**config.mk**
```make
export PLATFORM = sky130hd
export DESIGN_NAME = irq_gateway
export DESIGN_NICKNAME = d
export VERILOG_FILES = /design/src/rtl/plic_pkg.sv /design/src/rtl/irq_gw_channel.sv /design/src/rtl/irq_gateway.sv
export SDC_FILE = /design/constraint.sdc
export NUM_CORES = 1
export LEC_CHECK = 0
export BUFFER_PORTS_ARGS = -buffer_cell sky130_fd_sc_hd__buf_2
export CAP_MARGIN = 10
export CORE_ASPECT_RATIO = 0.8
export CORE_UTILIZATION = 50
export CTS_BUF_LIST = sky130_fd_sc_hd__clkbuf_8
export CTS_CLUSTER_SIZE = 8
export DETAILED_ROUTE_END_ITERATION = 16
export MAX_ROUTING_LAYER = met4
export PLACE_DENSITY = 0.74
export REMOVE_ABC_BUFFERS = 1
export SKIP_CTS_REPAIR_TIMING = 1
export SKIP_LAST_GASP = 1
export SLEW_MARGIN = 0
export SYNTH_ARGS = -nofsm -noshare
export SYNTH_HDL_FRONTEND = slang
export SYNTH_SLANG_ARGS = --single-unit
export TNS_END_PERCENT = 30
```
**constraint.sdc**
```tcl
create_clock -name pclk -period 5.6 [get_ports pclk]
set_clock_uncertainty 0.2 [all_clocks]
set_input_delay 0.56 -clock pclk [delete_from_list [all_inputs] [get_ports pclk]]
set_output_delay 0.56 -clock pclk [all_outputs]
set_load 0.01 [all_outputs]
```
**src/rtl/plic_pkg.sv**
```systemverilog
`default_nettype none
// ============================================================================
// Module      : plic_pkg
// Description : Shared types for the interrupt gateway. Holds the per-channel
//               trigger-mode encoding, the channel FSM state encoding and the
//               helper that decodes the "off" modes.
// Ports       : none (package)
// Revision    : 1.0 - initial release
// ============================================================================
package plic_pkg;

    // Per-channel trigger mode; 110 and 111 are reserved and behave as off.
    typedef enum logic [2:0] {
        MODE_OFF      = 3'b000,
        MODE_RISE     = 3'b001,
        MODE_FALL     = 3'b010,
        MODE_BOTH     = 3'b011,
        MODE_LEVEL_HI = 3'b100,
        MODE_LEVEL_LO = 3'b101,
        MODE_RSVD6    = 3'b110,
        MODE_RSVD7    = 3'b111
    } irq_mode_e;

    typedef enum logic [1:0] {
        ST_IDLE    = 2'd0,
        ST_PENDING = 2'd1,
        ST_CLAIMED = 2'd2
    } ch_state_e;

    function automatic logic mode_is_off(input logic [2:0] mode);
        return (mode == MODE_OFF) || (mode[2:1] == 2'b11);
    endfunction

endpackage : plic_pkg
`default_nettype wire

```
**src/rtl/irq_gw_channel.sv**
```systemverilog
`default_nettype none
// ============================================================================
// Module      : irq_gw_channel
// Description : One interrupt channel: synchroniser, glitch filter, event
//               detector and IDLE/PENDING/CLAIMED service FSM with rearm and
//               sticky overflow tracking.
// Ports       : pclk, preset_n        - clock, async active-low reset
//               irq_raw               - asynchronous interrupt source
//               cfg_mode, cfg_filt    - trigger mode, filter stable count
//               claim_hit             - legal claim addressed to this channel
//               complete_hit          - legal complete addressed to this channel
//               pending, claimed      - registered FSM state decodes
//               overflow              - sticky lost-edge flag
// Revision    : 1.0 - initial release
// ============================================================================
module irq_gw_channel
    import plic_pkg::*;
#(
    parameter int SYNC_STAGES = 2,
    parameter int FILT_W      = 4
) (
    input  logic              pclk,
    input  logic              preset_n,
    input  logic              irq_raw,
    input  logic [2:0]        cfg_mode,
    input  logic [FILT_W-1:0] cfg_filt,
    input  logic              claim_hit,
    input  logic              complete_hit,
    output logic              pending,
    output logic              claimed,
    output logic              overflow
);

    logic [SYNC_STAGES-1:0] sync_q;
    logic                   synced;
    logic                   filt_q, filt_d;
    logic [FILT_W-1:0]      cnt_q, cnt_d;
    ch_state_e              state_q, state_d;
    logic                   rearm_q, rearm_d;
    logic                   overflow_q, overflow_d;
    logic                   rise, fall, edge_evt, level_cond, off;

    assign synced = sync_q[SYNC_STAGES-1];

    // Glitch filter: the counter tracks how many earlier consecutive cycles
    // the synchronised value has disagreed with the filtered value, so the
    // update lands on the (cfg_filt+1)-th disagreeing cycle.
    always_comb begin
        filt_d = filt_q;
        cnt_d  = '0;
        if (synced != filt_q) begin
            if (cnt_q >= cfg_filt) begin
                filt_d = synced;
            end else if (cnt_q != '1) begin
                cnt_d = cnt_q + 1'b1;
            end else begin
                cnt_d = cnt_q;
            end
        end
    end

    // Edges are taken from the filter output being loaded this cycle so the
    // FSM reacts on the same edge the filtered value changes; levels use the
    // registered filtered value.
    assign rise = filt_d & ~filt_q;
    assign fall = filt_q & ~filt_d;
    assign off  = mode_is_off(cfg_mode);

    always_comb begin
        edge_evt   = 1'b0;
        level_cond = 1'b0;
        case (cfg_mode)
            MODE_RISE:     edge_evt   = rise;
            MODE_FALL:     edge_evt   = fall;
            MODE_BOTH:     edge_evt   = rise | fall;
            MODE_LEVEL_HI: level_cond = filt_q;
            MODE_LEVEL_LO: level_cond = ~filt_q;
            default:       ;
        endcase
    end

    always_comb begin
        state_d    = state_q;
        rearm_d    = rearm_q;
        overflow_d = overflow_q;
        if (off) begin
            state_d = ST_IDLE;
            rearm_d = 1'b0;
        end else begin
            case (state_q)
                ST_IDLE: begin
                    if (edge_evt || level_cond) begin
                        state_d = ST_PENDING;
                    end
                end
                ST_PENDING: begin
                    // A request is already queued; a further edge is lost.
                    if (edge_evt) begin
                        overflow_d = 1'b1;
                    end
                    if (claim_hit) begin
                        state_d = ST_CLAIMED;
                    end
                end
                ST_CLAIMED: begin
                    if (edge_evt && rearm_q) begin
                        overflow_d = 1'b1;
                    end
                    if (complete_hit) begin
                        rearm_d = 1'b0;
                        // An edge arriving with the complete counts as a rearm.
                        state_d = (rearm_q || edge_evt || level_cond) ? ST_PENDING : ST_IDLE;
                    end else if (edge_evt) begin
                        rearm_d = 1'b1;
                    end
                end
                default: state_d = ST_IDLE;
            endcase
        end
    end

    always_ff @(posedge pclk or negedge preset_n) begin
        if (!preset_n) begin
            sync_q     <= '0;
            filt_q     <= 1'b0;
            cnt_q      <= '0;
            state_q    <= ST_IDLE;
            rearm_q    <= 1'b0;
            overflow_q <= 1'b0;
        end else begin
            sync_q     <= {sync_q[SYNC_STAGES-2:0], irq_raw};
            filt_q     <= filt_d;
            cnt_q      <= cnt_d;
            state_q    <= state_d;
            rearm_q    <= rearm_d;
            overflow_q <= overflow_d;
        end
    end

    assign pending  = (state_q == ST_PENDING);
    assign claimed  = (state_q == ST_CLAIMED);
    assign overflow = overflow_q;

endmodule : irq_gw_channel
`default_nettype wire

```
**src/rtl/irq_gateway.sv**
```systemverilog
`default_nettype none
// ============================================================================
// Module      : irq_gateway
// Description : Multi-channel interrupt gateway. Instantiates one
//               irq_gw_channel per source and decodes the claim/complete
//               handshake, flagging illegal requests on hs_err.
// Ports       : pclk, preset_n             - clock, async active-low reset
//               irq_raw[NUM_CH]            - asynchronous interrupt sources
//               cfg_mode[NUM_CH*3]         - per-channel mode, 3 bits each
//               cfg_filt[FILT_W]           - global filter stable count
//               claim_valid/claim_id       - one-cycle claim request
//               complete_valid/complete_id - one-cycle completion
//               pending, claimed, overflow - per-channel status
//               hs_err                     - pulse after an illegal request
// Revision    : 1.0 - initial release
// ============================================================================
module irq_gateway
    import plic_pkg::*;
#(
    parameter  int NUM_CH      = 8,
    parameter  int SYNC_STAGES = 2,
    parameter  int FILT_W      = 4,
    localparam int ID_W        = (NUM_CH > 1) ? $clog2(NUM_CH) : 1
) (
    input  logic                pclk,
    input  logic                preset_n,
    input  logic [NUM_CH-1:0]   irq_raw,
    input  logic [NUM_CH*3-1:0] cfg_mode,
    input  logic [FILT_W-1:0]   cfg_filt,
    input  logic                claim_valid,
    input  logic [ID_W-1:0]     claim_id,
    input  logic                complete_valid,
    input  logic [ID_W-1:0]     complete_id,
    output logic [NUM_CH-1:0]   pending,
    output logic [NUM_CH-1:0]   claimed,
    output logic [NUM_CH-1:0]   overflow,
    output logic                hs_err
);

    logic [NUM_CH-1:0] claim_hit;
    logic [NUM_CH-1:0] complete_hit;
    logic              claim_bad;
    logic              complete_bad;

    // A request only reaches a channel when it is in the matching state, so
    // an empty hit vector means wrong state or an id past the last channel.
    // Both decodes read the registered state, making a same-cycle claim and
    // complete independent of each other.
    always_comb begin
        claim_hit    = '0;
        complete_hit = '0;
        for (int i = 0; i < NUM_CH; i++) begin
            if (claim_valid && (claim_id == ID_W'(i))) begin
                claim_hit[i] = pending[i];
            end
            if (complete_valid && (complete_id == ID_W'(i))) begin
                complete_hit[i] = claimed[i];
            end
        end
    end

    assign claim_bad    = claim_valid    & ~(|claim_hit);
    assign complete_bad = complete_valid & ~(|complete_hit);

    always_ff @(posedge pclk or negedge preset_n) begin
        if (!preset_n) begin
            hs_err <= 1'b0;
        end else begin
            hs_err <= claim_bad | complete_bad;
        end
    end

    for (genvar g = 0; g < NUM_CH; g++) begin : g_ch
        irq_gw_channel #(
            .SYNC_STAGES (SYNC_STAGES),
            .FILT_W      (FILT_W)
        ) u_ch (
            .pclk         (pclk),
            .preset_n     (preset_n),
            .irq_raw      (irq_raw[g]),
            .cfg_mode     (cfg_mode[g*3 +: 3]),
            .cfg_filt     (cfg_filt),
            .claim_hit    (claim_hit[g]),
            .complete_hit (complete_hit[g]),
            .pending      (pending[g]),
            .claimed      (claimed[g]),
            .overflow     (overflow[g])
        );
    end

endmodule : irq_gateway
`default_nettype wire

```
==> out/qor.yml <==
status:
  status: "finished clean"
yosys:
  synth_xor_area_share_pct: 2.98
  synthSimpleGateAreaFrac_pct: 17.6
  async_flop_share_pct: 100
  yosys_warnings: 0
  avgSynthCellArea_sq_um: 9.47
  synth_most_common_cell: "dfrtp_1"
  seq_area_frac_synth_pct: 34.4
  synth_edf_count: 0
  synth_cell_types: 58
  synthCells: 683
  synth_top_family_by_area: "simple AND/OR/NAND/NOR gates"
  ys.flop_type: "dfrtp_1"
  ys_ff_latch: 89
  yosysTopAreaCellShare_pct: 34.4
  synthAdderAreaFrac_pct: 17.0
  yosys-top-cells-area: "dfrtp_1 34%, ha_1 17%, mux2i_1 3.1%"
  synth_compound_area_share_pct: 17.2
  muxShareOfSynthArea_pct: 4.83
  synth_common_cells: "89 x dfrtp_1, 88 x ha_1, 48 x inv_1, 45 x nor2_1, 42 x nand2_1"
  synthesis.area_sq_um: 6470
  synth_area_leader_cell: "dfrtp_1"
worst_setup_path:
  crit_fanout: 5
  crit_chain: "inv_1, ha_1, nand2b_1, a21o_1, a21o_1, a21oi_1, mux2_2, ha_1, nand2b_1, a311oi_2, o311ai_1, nand3_1, o21ai_1"
  critPathKind: "reg -> reg"
  cp-start-kind: "register"
  cp_slowest_cell: "dfrtp_1"
  crit_required_ns: 5.64
  max_stage_delay_ns: 0.45
  worst_setup_path_end_kind: "register"
  crit_arrival_ns: 3.62
placement:
  globalplace.congestion: 0.947
  port_buffers: 70
  dp_cells: 897
  place_hpwl_mm: 10.7
  place_area_sq_um: 6850
final_layout:
  multi_input_area_sq_um: 3860
  nNetsFinal: 872
  num_antenna_cells: 0
  drive_above_1_share_pct: 15.1
  syn2layout_area_growth_pct: 9.67
  finalNonFillerCells: 914
  final_util_pct: 57.3
  regArea_sq_um: 2230
  num-fill-cells: 1089
  final_area_sq_um: 7100
timing:
  rsz0062_at_grt: "no"
  min_period_ns: 3.58
  fin_crit_sh_pct: 63.9
  hold_viol_final: 0
  fin_setup_tns_ns: 0
  slew_violations: 0
  fmax_ghz: 0.279
  finalSetupViolCount: 0
  slew_headroom_pct: 33.3
  worst_pin_slew_ns: 1.00
floorplan:
  coreArea_sq_um: 12400
  dieArea_sq_um: 13400
  die_h_microns: 104
  ios: 71
  die_w_microns: 129
  start_util_pct: 52.2
  rows: 36
power:
  p_seq_share_pct: 34.6
  peakVddDrop_mv: 0.203
  p_switching_mw: 1.16
  swShare_pct: 40.8
  p_leak_nw: 3.48
  combPwrFrac_pct: 46.3
  finalPower_mw: 2.84
  p_int_mw: 1.68
  p_clk_share_pct: 19.1
  powerDensity_nw_per_um2: 400
global_routing:
  grt_pass1_vias: 5200
  grt_start_max_net_pins: 77
  grt_antenna_before_repair: 0
  grt_pass1_wl_mm: 24.2
  gr-total-overflow: 0
  grt_usage_pct: 23.2
detailed_routing:
  routed_wl_mm: 14.0
  route.detailed.drc: 0
  avgRoutedWirePerCell_microns: 15.3
  drtAntennaViolNets: 0
  vias: 5226
  drt_iter0_drc: 285
  via_per_inst: 5.72
  first_pass_iters: 5
cts:
  clock-sinks: 89
  htreeDepth: 3
  cts_tree: "yes"
  max-clock-path-buffers: 2
  cts-root-buf: "clkbuf_8"
  clk_latency_ns: 0.37
  clk_pin_slew_ns: 0.10
  numCtsBuffers: 9
min_path:
  min-delay-path-class: "in -> reg"
run:
  cap_violations: 0
layer usage:
layer / vias to the layer above / share of wire (%) / global-route usage [%] / wire length [microns]
li1: 2551 / - / - / -
met1: 2520 / 46 / 29.8 / 6400
met2: 133 / 47 / 37.3 / 6630
met3: 22 / 5.2 / 4.39 / 728
met4: 0 / 1.5 / 6.30 / 210
met5: - / 0 / - / 0
worst max-delay path, delay by kind of cell (launching register included):
| family | cells | cell delay, ns |
|---|---|---|
| compound gates | 6 | 1.36 |
| fa+ha+maj | 2 | 0.54 |
| buf+inv | 1 | 0.06 |
| flops | 1 | 0.45 |
| mux | 1 | 0.39 |
| simple gates | 3 | 0.45 |
cell type report:
class	instances	area share [%]
inverter	49	2.59
multi-input combinational	517	54.4
timing repair buffer	72	5.22
sequential	89	31.4
clock buffer	9	1.75
clock inverter	7	1.66
tap	171	3.01
cell families after synthesis:
group	after synthesis
buf+inv	77
fa+ha+maj	88
flops	89
simple gates	220
mux	30
xor+xnor	22
compound gates	157
cells in the final DEF (no fill, tap or decap), types with 3 or more instances in the layout:
master,n
a211o_1,8
a211oi_1,5
a21o_1,20
a21oi_1,33
a22oi_1,3
a311oi_2,5
a31o_1,4
a31o_2,3
a31oi_1,8
and2_1,3
and3_1,5
buf_2,69
bufinv_16,3
clkbuf_8,9
dfrtp_1,89
ha_1,88
inv_1,48
mux2_2,10
mux2i_1,20
nand2_1,42
nand2b_1,23
nand3_1,36
nor2_1,45
nor2b_1,10
nor3_1,27
nor3b_1,14
o211ai_1,4
o21ai_0,20
o21ai_1,10
o311ai_1,6
o31ai_1,8
xnor2_1,20
path summary, 6_finish.rpt:
| kind | to | from | depth (start not counted) | slack (ns) |
|---|---|---|---|---|
| worst max-delay path | g_ch[7].u_ch.state_q[1]$_DFFE_PN0P_ | g_ch[7].u_ch.cnt_q[0]$_DFFE_PN0P_ | 13 | 2.02 |
| worst min-delay path | g_ch[0].u_ch.sync_q[0]$_DFF_PN0_ | irq_raw[0] | 1 | 0.08 |
| worst max register to register | g_ch[7].u_ch.state_q[1]$_DFFE_PN0P_ | g_ch[7].u_ch.cnt_q[0]$_DFFE_PN0P_ | 13 | 2.02 |
| worst min register to register | g_ch[5].u_ch.sync_q[1]$_DFF_PN0_ | g_ch[5].u_ch.sync_q[0]$_DFF_PN0_ | 0 | 0.15 |
| max in group asynchronous | g_ch[4].u_ch.state_q[0]$_DFFE_PN0P_ | preset_n | 3 | 3.60 |
| min in group asynchronous | g_ch[4].u_ch.sync_q[0]$_DFF_PN0_ | preset_n | 2 | 0.38 |
power by group through the flow:
stage               Combinational (mW)  Sequential [mW]  Clock, mW
floorplan                        0.974            0.945          0
global placement                  1.24            0.975          0
detailed placement                1.30            0.988          0
CTS                               1.31            0.978      0.552
global route                      1.51             1.01      0.578
finish                            1.31            0.981      0.543
sequential cells by signal, indices dropped and copies added, names as in the netlist:
name                cells
g_ch.u_ch.cnt_q        32
g_ch.u_ch.filt_q        8
g_ch.u_ch.overflow      8
g_ch.u_ch.sync_q       16
g_ch.u_ch.rearm_q       8
g_ch.u_ch.state_q      16
hs_err                  1
stage by stage:
step | worst slack (ns) | hold WS, ns
final | 2.02 | 0.0847
after global routing | 1.80 | 0.0734
after CTS | 2.02 | -0.173
after detailed placement | 1.71 | 0.135
after global placement | 1.82 | 0.134
after floorplan | 2.27 | 0.0644
No activity file was read; power rests on OpenSTA's default activity.
